`config.mk`:
```
export PLATFORM = sky130hd
export DESIGN_NAME = drone_call_dispatcher
export DESIGN_NICKNAME = d
export VERILOG_FILES = /design/src/rtl/drone_call_dispatcher_pkg.sv /design/src/rtl/drone_call_dispatcher_pend.sv /design/src/rtl/drone_call_dispatcher.sv
export SDC_FILE = /design/constraint.sdc
export NUM_CORES = 1
export LEC_CHECK = 0
export ABC_CLOCK_PERIOD_IN_PS = 2200
export CAP_MARGIN = 20
export CORE_ASPECT_RATIO = 1.5
export CORE_MARGIN = 10
export CORE_UTILIZATION = 52
export CTS_CLUSTER_DIAMETER = 40
export DETAILED_ROUTE_END_ITERATION = 10
export HOLD_SLACK_MARGIN = 0.1
export PLACE_DENSITY = 0.78
export SLEW_MARGIN = 20
export SYNTH_ARGS = -nofsm -noshare
export SYNTH_HDL_FRONTEND = slang
export SYNTH_SLANG_ARGS = --single-unit
```
`constraint.sdc`:
```
create_clock -name clk -period 2.2 [get_ports clk]
set_input_delay 0.33 -clock clk [delete_from_list [all_inputs] [get_ports clk]]
set_output_delay 0.33 -clock clk [all_outputs]
set_load 0.03 [all_outputs]
```
`src/rtl/drone_call_dispatcher_pkg.sv`:
```
// Shared types and constants for the drone call dispatcher: FSM encoding,
// floor indices and the floor-to-Call one-hot mapping.
package drone_call_dispatcher_pkg;

    typedef enum logic [1:0] {
        IDLE      = 2'b00,
        WAIT_DROP = 2'b01,
        COOLDOWN  = 2'b10
    } state_t;

    localparam int FLOOR5 = 0;
    localparam int FLOOR6 = 1;

    function automatic logic [1:0] floor_onehot(input logic sel);
        return sel ? 2'b10 : 2'b01;
    endfunction

endpackage

```
`src/rtl/drone_call_dispatcher_pend.sv`:
```
// Per-floor pending-request counter: saturating up/down with a sticky
// overflow flag raised when an increment is lost at full scale.
module pend_counter #(
    parameter int CNT_W = 3
) (
    input  logic             clk,
    input  logic             rst_n,
    input  logic             inc_i,
    input  logic             dec_i,
    output logic [CNT_W-1:0] cnt_o,
    output logic             ovf_o
);

    localparam logic [CNT_W-1:0] CNT_MAX = '1;
    localparam logic [CNT_W-1:0] CNT_ONE = 1;

    logic [CNT_W-1:0] cnt_q, cnt_d;
    logic             ovf_q, ovf_d;

    always_comb begin
        cnt_d = cnt_q;
        ovf_d = ovf_q;
        // Simultaneous increment and decrement cancel, even at full scale.
        if (inc_i && !dec_i) begin
            if (cnt_q == CNT_MAX) begin
                ovf_d = 1'b1;
            end else begin
                cnt_d = cnt_q + CNT_ONE;
            end
        end else if (dec_i && !inc_i && cnt_q != '0) begin
            cnt_d = cnt_q - CNT_ONE;
        end
    end

    always_ff @(posedge clk) begin
        if (!rst_n) begin
            cnt_q <= '0;
            ovf_q <= 1'b0;
        end else begin
            cnt_q <= cnt_d;
            ovf_q <= ovf_d;
        end
    end

    assign cnt_o = cnt_q;
    assign ovf_o = ovf_q;

endmodule

```
`src/rtl/drone_call_dispatcher.sv`:
```
// Floor-side dispatcher: counts button presses on floors 5/6, drives one
// Call line at a time with round-robin fairness and retries on timeout.
module drone_call_dispatcher
    import drone_call_dispatcher_pkg::*;
#(
    parameter int CNT_W   = 3,
    parameter int TIMEOUT = 15,
    parameter int TMR_W   = 4
) (
    input  logic             clk,
    input  logic             rst_n,
    input  logic [1:0]       req_btn,
    input  logic [1:0]       drop,
    input  logic             bird,
    output logic [1:0]       call,
    output logic [CNT_W-1:0] pend5,
    output logic [CNT_W-1:0] pend6,
    output logic             busy,
    output logic             timeout_err,
    output logic             ovf
);

    localparam logic [TMR_W-1:0] TMR_LAST = TMR_W'(TIMEOUT - 1);
    localparam logic [TMR_W-1:0] TMR_ONE  = 1;

    state_t           state_q, state_d;
    logic             sel_q, sel_d;
    logic             rr_q, rr_d;
    logic [1:0]       call_q, call_d;
    logic [TMR_W-1:0] timer_q, timer_d;
    logic             terr_q, terr_d;
    logic [1:0]       btn_q, drop_q;
    logic [1:0]       press, ack, serve_done;
    logic             ovf5, ovf6;

    assign press = req_btn & ~btn_q;
    assign ack   = drop & ~drop_q;

    always_comb begin
        state_d    = state_q;
        sel_d      = sel_q;
        rr_d       = rr_q;
        call_d     = call_q;
        timer_d    = timer_q;
        terr_d     = 1'b0;
        serve_done = 2'b00;
        case (state_q)
            IDLE: begin
                if (pend5 != '0 || pend6 != '0) begin
                    sel_d   = (pend5 != '0 && pend6 != '0) ? rr_q : (pend5 == '0);
                    call_d  = floor_onehot(sel_d);
                    timer_d = '0;
                    state_d = WAIT_DROP;
                end
            end
            WAIT_DROP: begin
                // An acknowledge on the selected floor beats a same-cycle timeout.
                if (ack[sel_q]) begin
                    serve_done = floor_onehot(sel_q);
                    call_d     = 2'b00;
                    rr_d       = ~sel_q;
                    state_d    = COOLDOWN;
                end else if (!bird) begin
                    if (timer_q == TMR_LAST) begin
                        call_d  = 2'b00;
                        terr_d  = 1'b1;
                        rr_d    = ~sel_q;
                        state_d = IDLE;
                    end else begin
                        timer_d = timer_q + TMR_ONE;
                    end
                end
            end
            COOLDOWN: begin
                call_d  = 2'b00;
                state_d = IDLE;
            end
            default: begin
                call_d  = 2'b00;
                state_d = IDLE;
            end
        endcase
    end

    always_ff @(posedge clk) begin
        if (!rst_n) begin
            state_q <= IDLE;
            sel_q   <= 1'b0;
            rr_q    <= 1'b0;
            call_q  <= 2'b00;
            timer_q <= '0;
            terr_q  <= 1'b0;
            btn_q   <= 2'b00;
            drop_q  <= 2'b00;
        end else begin
            state_q <= state_d;
            sel_q   <= sel_d;
            rr_q    <= rr_d;
            call_q  <= call_d;
            timer_q <= timer_d;
            terr_q  <= terr_d;
            btn_q   <= req_btn;
            drop_q  <= drop;
        end
    end

    pend_counter #(.CNT_W(CNT_W)) u_pend5 (
        .clk   (clk),
        .rst_n (rst_n),
        .inc_i (press[FLOOR5]),
        .dec_i (serve_done[FLOOR5]),
        .cnt_o (pend5),
        .ovf_o (ovf5)
    );

    pend_counter #(.CNT_W(CNT_W)) u_pend6 (
        .clk   (clk),
        .rst_n (rst_n),
        .inc_i (press[FLOOR6]),
        .dec_i (serve_done[FLOOR6]),
        .cnt_o (pend6),
        .ovf_o (ovf6)
    );

    assign call        = call_q;
    assign busy        = (state_q != IDLE);
    assign timeout_err = terr_q;
    assign ovf         = ovf5 | ovf6;

endmodule

```
# Word level (Yosys, flattened, before mapping)
# Index checks and enable logic that the tools add are counted.
[word_totals]
output_inout_bits = 11
regBits = 23
inputBits = 7
[op_classes]
n_lt_le_gt_ge = 1
eq_ne = 13
add_sub_neg = 5
n_mux = 30
n_bitwise = 8
n_reduce_logical = 30
[ops]
columns = ["operator", "count"]
rows = [
  ["2-bit 2-to-1 mux", 10],
  ["3-bit 2-to-1 mux", 6],
  ["4-bit 2-to-1 mux", 4],
  ["2-bit != test (second input constant)", 6],
  ["2-bit AND reduction", 5],
  ["2-bit nonzero test", 5],
  ["2-bit one-hot mux with 2 select lines", 2],
  ["4-bit one-hot mux with 2 select lines", 1],
  ["1-bit logical AND", 7],
  ["1-bit 2-to-1 mux", 7],
  ["3-bit by 1-bit adder with 3-bit output (second input constant)", 2],
  ["3-bit equality test (second input constant)", 2],
  ["3-bit != test (second input constant)", 2],
  ["3-bit AND reduction", 2],
  ["3-bit nonzero test", 2],
  ["3-bit by 1-bit subtractor with 3-bit output (second input constant)", 2],
  ["5-bit AND reduction", 1],
  ["4-bit by 1-bit adder with 4-bit output (second input constant)", 1],
  ["2-bit bitwise AND", 2],
  ["4-bit equality test (second input constant)", 1],
  ["1-bit zero test", 4],
  ["2-bit NOT", 2],
  ["4-bit OR reduction", 1],
  ["3-bit zero test", 1],
  ["7 further kinds", 9],
]

# Longest topological paths before layout
[depth]
ltp_word = 10
ltp_mapped = 7

# Modules after synthesis
# From an unflattened synthesis, not the netlist that was laid out.
[hier_totals]
hier_cells = 146
hier_area_um2 = 1285.0
[modules_own_cells]
columns = ["module", "instances", "cells_per_inst", "area_per_inst_um2"]
rows = [
  ["drone_call_dispatcher", 1, 80, 742.0],
  ["pend_counter", 2, 33, 271.5],
]

# Worst setup path before layout
# Ideal clock, no wire load.
[synth_path]
path_type = "reg2reg"
startpoint = "reg sel_q"
endpoint = "reg u_pend5.cnt_q[2], in the netlist u_pend5.cnt_o[2]"
n_path_buf = 1
synth_period_minus_slack_ps = 1733
path_stages_with_launch = 6
setup_slack_ps = 467
t_required_ps = 2128
setup_time_ps = 72
t_arrival_ps = 1662
cell_sequence = "dfxtp_1 or3b_1 buf_6 or4_4 mux2i_1 mux2i_1"
[synth_via]
elab_chain_cells = 8
elab_cells_between_ends = 13
[synth_rtl]
columns = ["element", "line", "source"]
rows = [
  ["from (decl)", "drone_call_dispatcher.sv:27", "logic sel_q, sel_d;"],
  ["from (signal assigned)", "drone_call_dispatcher.sv:97", "sel_q <= sel_d;"],
  ["1-bit 2-to-1 mux (implied by the code) (2 in series)", "drone_call_dispatcher.sv:58", "if (ack[sel_q]) begin"],
  ["2-bit 2-to-1 mux (*)", "drone_call_dispatcher.sv:58", ""],
  ["2-bit 2-to-1 mux (*)", "drone_call_dispatcher.sv:47", "case (state_q)"],
  ["1-bit zero test or 1-bit logical AND (tied branches)", "drone_call_dispatcher_pend.sv:24, drone_call_dispatcher_pend.sv:30", ""],
  ["1-bit logical AND, on equally long branches", "drone_call_dispatcher_pend.sv:24, drone_call_dispatcher_pend.sv:30", ""],
  ["2-bit != test (no line) or 2-bit nonzero test (tied branches)", "--", ""],
  ["2-bit AND reduction (no line)", "--", ""],
  ["to (signal assigned)", "drone_call_dispatcher_pend.sv:40", "cnt_q <= cnt_d;"],
  ["to (decl)", "drone_call_dispatcher_pend.sv:17", "logic [CNT_W-1:0] cnt_q, cnt_d;"],
]
# Mark *: on every way between the ends. The rest lies on a longest branch, timed or not. The select of a mux whose other input is x is not followed.
# A chain may end at the register's enable or synchronous reset.

# Worst setup path in the final report
[layout_path]
startpoint = "reg state_q[0]"
endpoint = "out busy"
[layout_via]
elab_chain_cells = 1
[layout_rtl]
columns = ["element", "line", "source"]
rows = [
  ["from (decl)", "drone_call_dispatcher.sv:26", "state_t state_q, state_d;"],
  ["from (signal assigned)", "drone_call_dispatcher.sv:96", "state_q <= state_d;"],
  ["2-bit nonzero test", "drone_call_dispatcher.sv:126", "assign busy = (state_q != IDLE);"],
  ["to (decl)", "drone_call_dispatcher.sv:18", "output logic busy,"],
]
# No other way between the ends.

==> flow_metrics.py <==
metrics = {
    "clocking": {
        "clkTransAtPathRegs_ns": 0.13,
        "post_cts_resized": 0,
        "cts_made_buffers": 3,
        "cts_tree": "done",
        "clock_path_buffers": 2,
        "htreeDepth": 1,
        "root_buffer": "clkbuf_4",
        "numClockSinks": 23,
        "hold_buffers": 0,
        "post_cts_buffers": 0,
        "clock_latency_ns": 0.31,
    },
    "drt": {
        "routedWlPerCell_um": 13.8,
        "viasPerCell": 5.78,
        "drtPass1Iterations": 7,
        "drt_iter0_drc": 21,
        "num_vias": 994,
        "drtAntennaViolNets": 0,
        "drcViolationCount": 0,
        "finalWirelength_um": 2370,
    },
    "global_routing": {
        "antenna_found_initial": 0,
        "grt_usage_pct": 10.3,
        "grt_pass1_wl_um": 3850,
        "grt-ovfl-total": 0,
        "grt_max_degree": 24,
        "grt_pass1_vias": 899,
    },
    "timing": {
        "min_period_over_period_pct": 91.5,
        "slew_headroom_pct": 71.6,
        "rsz0062_at_grt": "false",
        "setup_viol": 0,
        "worstMarginPinSlew_ns": 0.426,
        "fmax_mhz": 497,
        "clock-skew-final_ns": 0.0133,
        "min_period_ns": 2.01,
        "finalHoldViolations": 0,
        "setup_slack_ns": 0.187,
        "final_max_slew_viol_count": 0,
    },
    "logic_synthesis": {
        "synthCells": 131,
        "synth_cell_type_count": 36,
        "seq_area_frac_synth_pct": 40.4,
        "synth_warnings": 0,
        "ys_async_sr_fraction_pct": 0,
        "avgSynthCellArea_sq_um": 8.70,
        "yosysTopAreaCellShare_pct": 40.4,
        "synth_area_leaders": "dfxtp_1 (40%), mux2i_1 (6.1%), nand2_1 (5.3%)",
        "syn_area_sq_um": 1140,
        "synth-edff-count": 0,
        "synth_nets": 142,
        "yosys_register_bits": 23,
        "synth_area_leader_cell": "dfxtp_1",
        "synthFlopType": "dfxtp_1",
    },
    "setup_path": {
        "r2r_end": "u_pend6.cnt_o[2]",
        "worstPathRequired_ns": 1.87,
        "timing.rr.start": "state_q[0]",
        "slowest_delay_ns": 0.61,
        "endpoint": "busy",
        "worstSetupStartpoint": "state_q[0]",
        "cp_cell_sequence": "nor2_1, inv_1, clkdlybuf4s50_1",
        "critPathLaunchType": "flop",
        "path_class": "flop to primary output",
        "crit_path_max_fanout": 7,
        "r2r_setup_slack_ns": 0.32,
        "worstRegToRegCells": 7,
        "cp.arrival_ns": 1.68,
        "critPathSlowestCell": "clkdlybuf4s50_1",
        "crit_path_end_kind": "primary output",
    },
    "finish": {
        "mostFrequentLayoutCells": "dfxtp_1 (23), clkdlybuf4s50_1 (17), nand2_1 (16)",
        "final_common_cell": "dfxtp_1",
        "fin_cells": 172,
        "final_nets": 162,
        "drive_gt1_share_pct": 6.00,
        "syn_to_final_growth_pct": 19.0,
        "diodes": 0,
        "fill_cells": 182,
    },
    "run_status": {
        "outcome": "completed",
    },
    "pwr": {
        "ir_drop_v": 0.000458,
        "p_per_area_nw_per_um2": 836,
        "cellLeakagePower_nw": 0.519,
    },
    "place": {
        "place_ws_ns": -0.0356,
        "hpwl_um": 1890,
        "place_inst": 168,
        "gp_routability_congestion": 0.802,
        "port-buffer-count": 17,
    },
    "floorplan": {
        "initial_core_util_pct": 55.5,
        "design.die.area_sq_um": 4500,
        "fp-row-count": 20,
        "dieHeight_um": 77.3,
        "core_sq_um": 2050,
        "pin_count": 18,
        "die_w_um": 58.2,
    },
    "hold_path": {
        "hp-class": "flop to flop",
        "hold_path_depth": 2,
    },
    "run": {
        "cap_viol_max_count": 0,
    },
}
==> cell type report <==
type	count	area [sq um]	area share, %
clock buffers	4	26.3	1.94
inverters	4	15.0	1.11
multi-input cells	100	642	47.3
flip-flops and latches	23	460	33.9
well taps	22	27.5	2.03
repair buffers	19	185	13.7
==> where the power goes <==
part	switching, mW	internal (mW)
Combinational	0.246	0.172
Clock	0.122	0.0708
Sequential	0.0569	0.467
==> per-layer routing <==
metal  part of all wire [%]  GRT usage [%]
met1                     40           10.7
met2                     53           18.8
met3                    4.9           2.61
met4                    1.8           4.25
met5                      0              0
==> metrics by stage <==
step | utilization, % | power, mW | TNS (ns) | instance area [sq um] | hold WS, ns
2_1_floorplan | - | 0.808 | 0 | 1140 | 0.408
3_5_place_dp | 64.8 | 0.951 | -0.0356 | 1330 | 0.451
5_1_grt | 66.1 | 1.21 | 0 | 1360 | 0.482
4_1_cts | 66.1 | 1.14 | 0 | 1360 | 0.469
3_3_place_gp | 64.8 | 0.936 | 0 | 1330 | 0.440
6_report | 66.1 | 1.13 | 0 | 1360 | 0.462
==> sequential cells by signal, summed over array words and instances (netlist names) <==
| register | count |
|---|---|
| call | 2 |
| u_pend5.cnt_o | 3 |
| timeout_err | 1 |
| sel_q | 1 |
| state_q | 2 |
| btn_q | 2 |
| timer_q | 4 |
| drop_q | 2 |
| u_pend6.ovf_o | 1 |
| u_pend6.cnt_o | 3 |
| u_pend5.ovf_o | 1 |
| rr_q | 1 |
==> cells by family after synthesis <==
family | Yosys count | synth area share, %
flip-flops | 23 | 40.4
buffers and inverters | 8 | 3.29
AND/OR/NAND/NOR | 64 | 31.3
adder cells (fa/ha/maj) | 4 | 5.71
multiplexers | 7 | 6.15
AO/OA/AOI/OAI | 25 | 13.2
==> worst min-delay path by stage <==
stage	from	endpoint	slack, ns
finish	call[1]	call[1]	0.46
global placement	call[1]	call[1]	0.44
global route	call[0]	call[0]	0.48
detailed placement	call[1]	call[1]	0.45
floorplan	bird	timeout_err	0.41
CTS	call[1]	call[1]	0.47
==> cell usage after synthesis (3+ instances only) <==
cell type  number
a21oi_1         5
and2_1          5
clkbuf_1        3
dfxtp_1        23
inv_1           4
mux2i_1         7
nand2_1        16
nand2b_1        6
nand3_1         6
nand4_1         3
nor2_1          7
nor2b_1         3
o21ai_0         5
o21ai_1         4
or3_1           4
==> worst max-delay path, delay by kind of cell, from the launching register on <==
family	cells	cell delay, ns
simple gates	1	0.26
buf+inv	2	0.71
flops	1	0.39
Note: power is estimated with default switching activity, not from simulation.
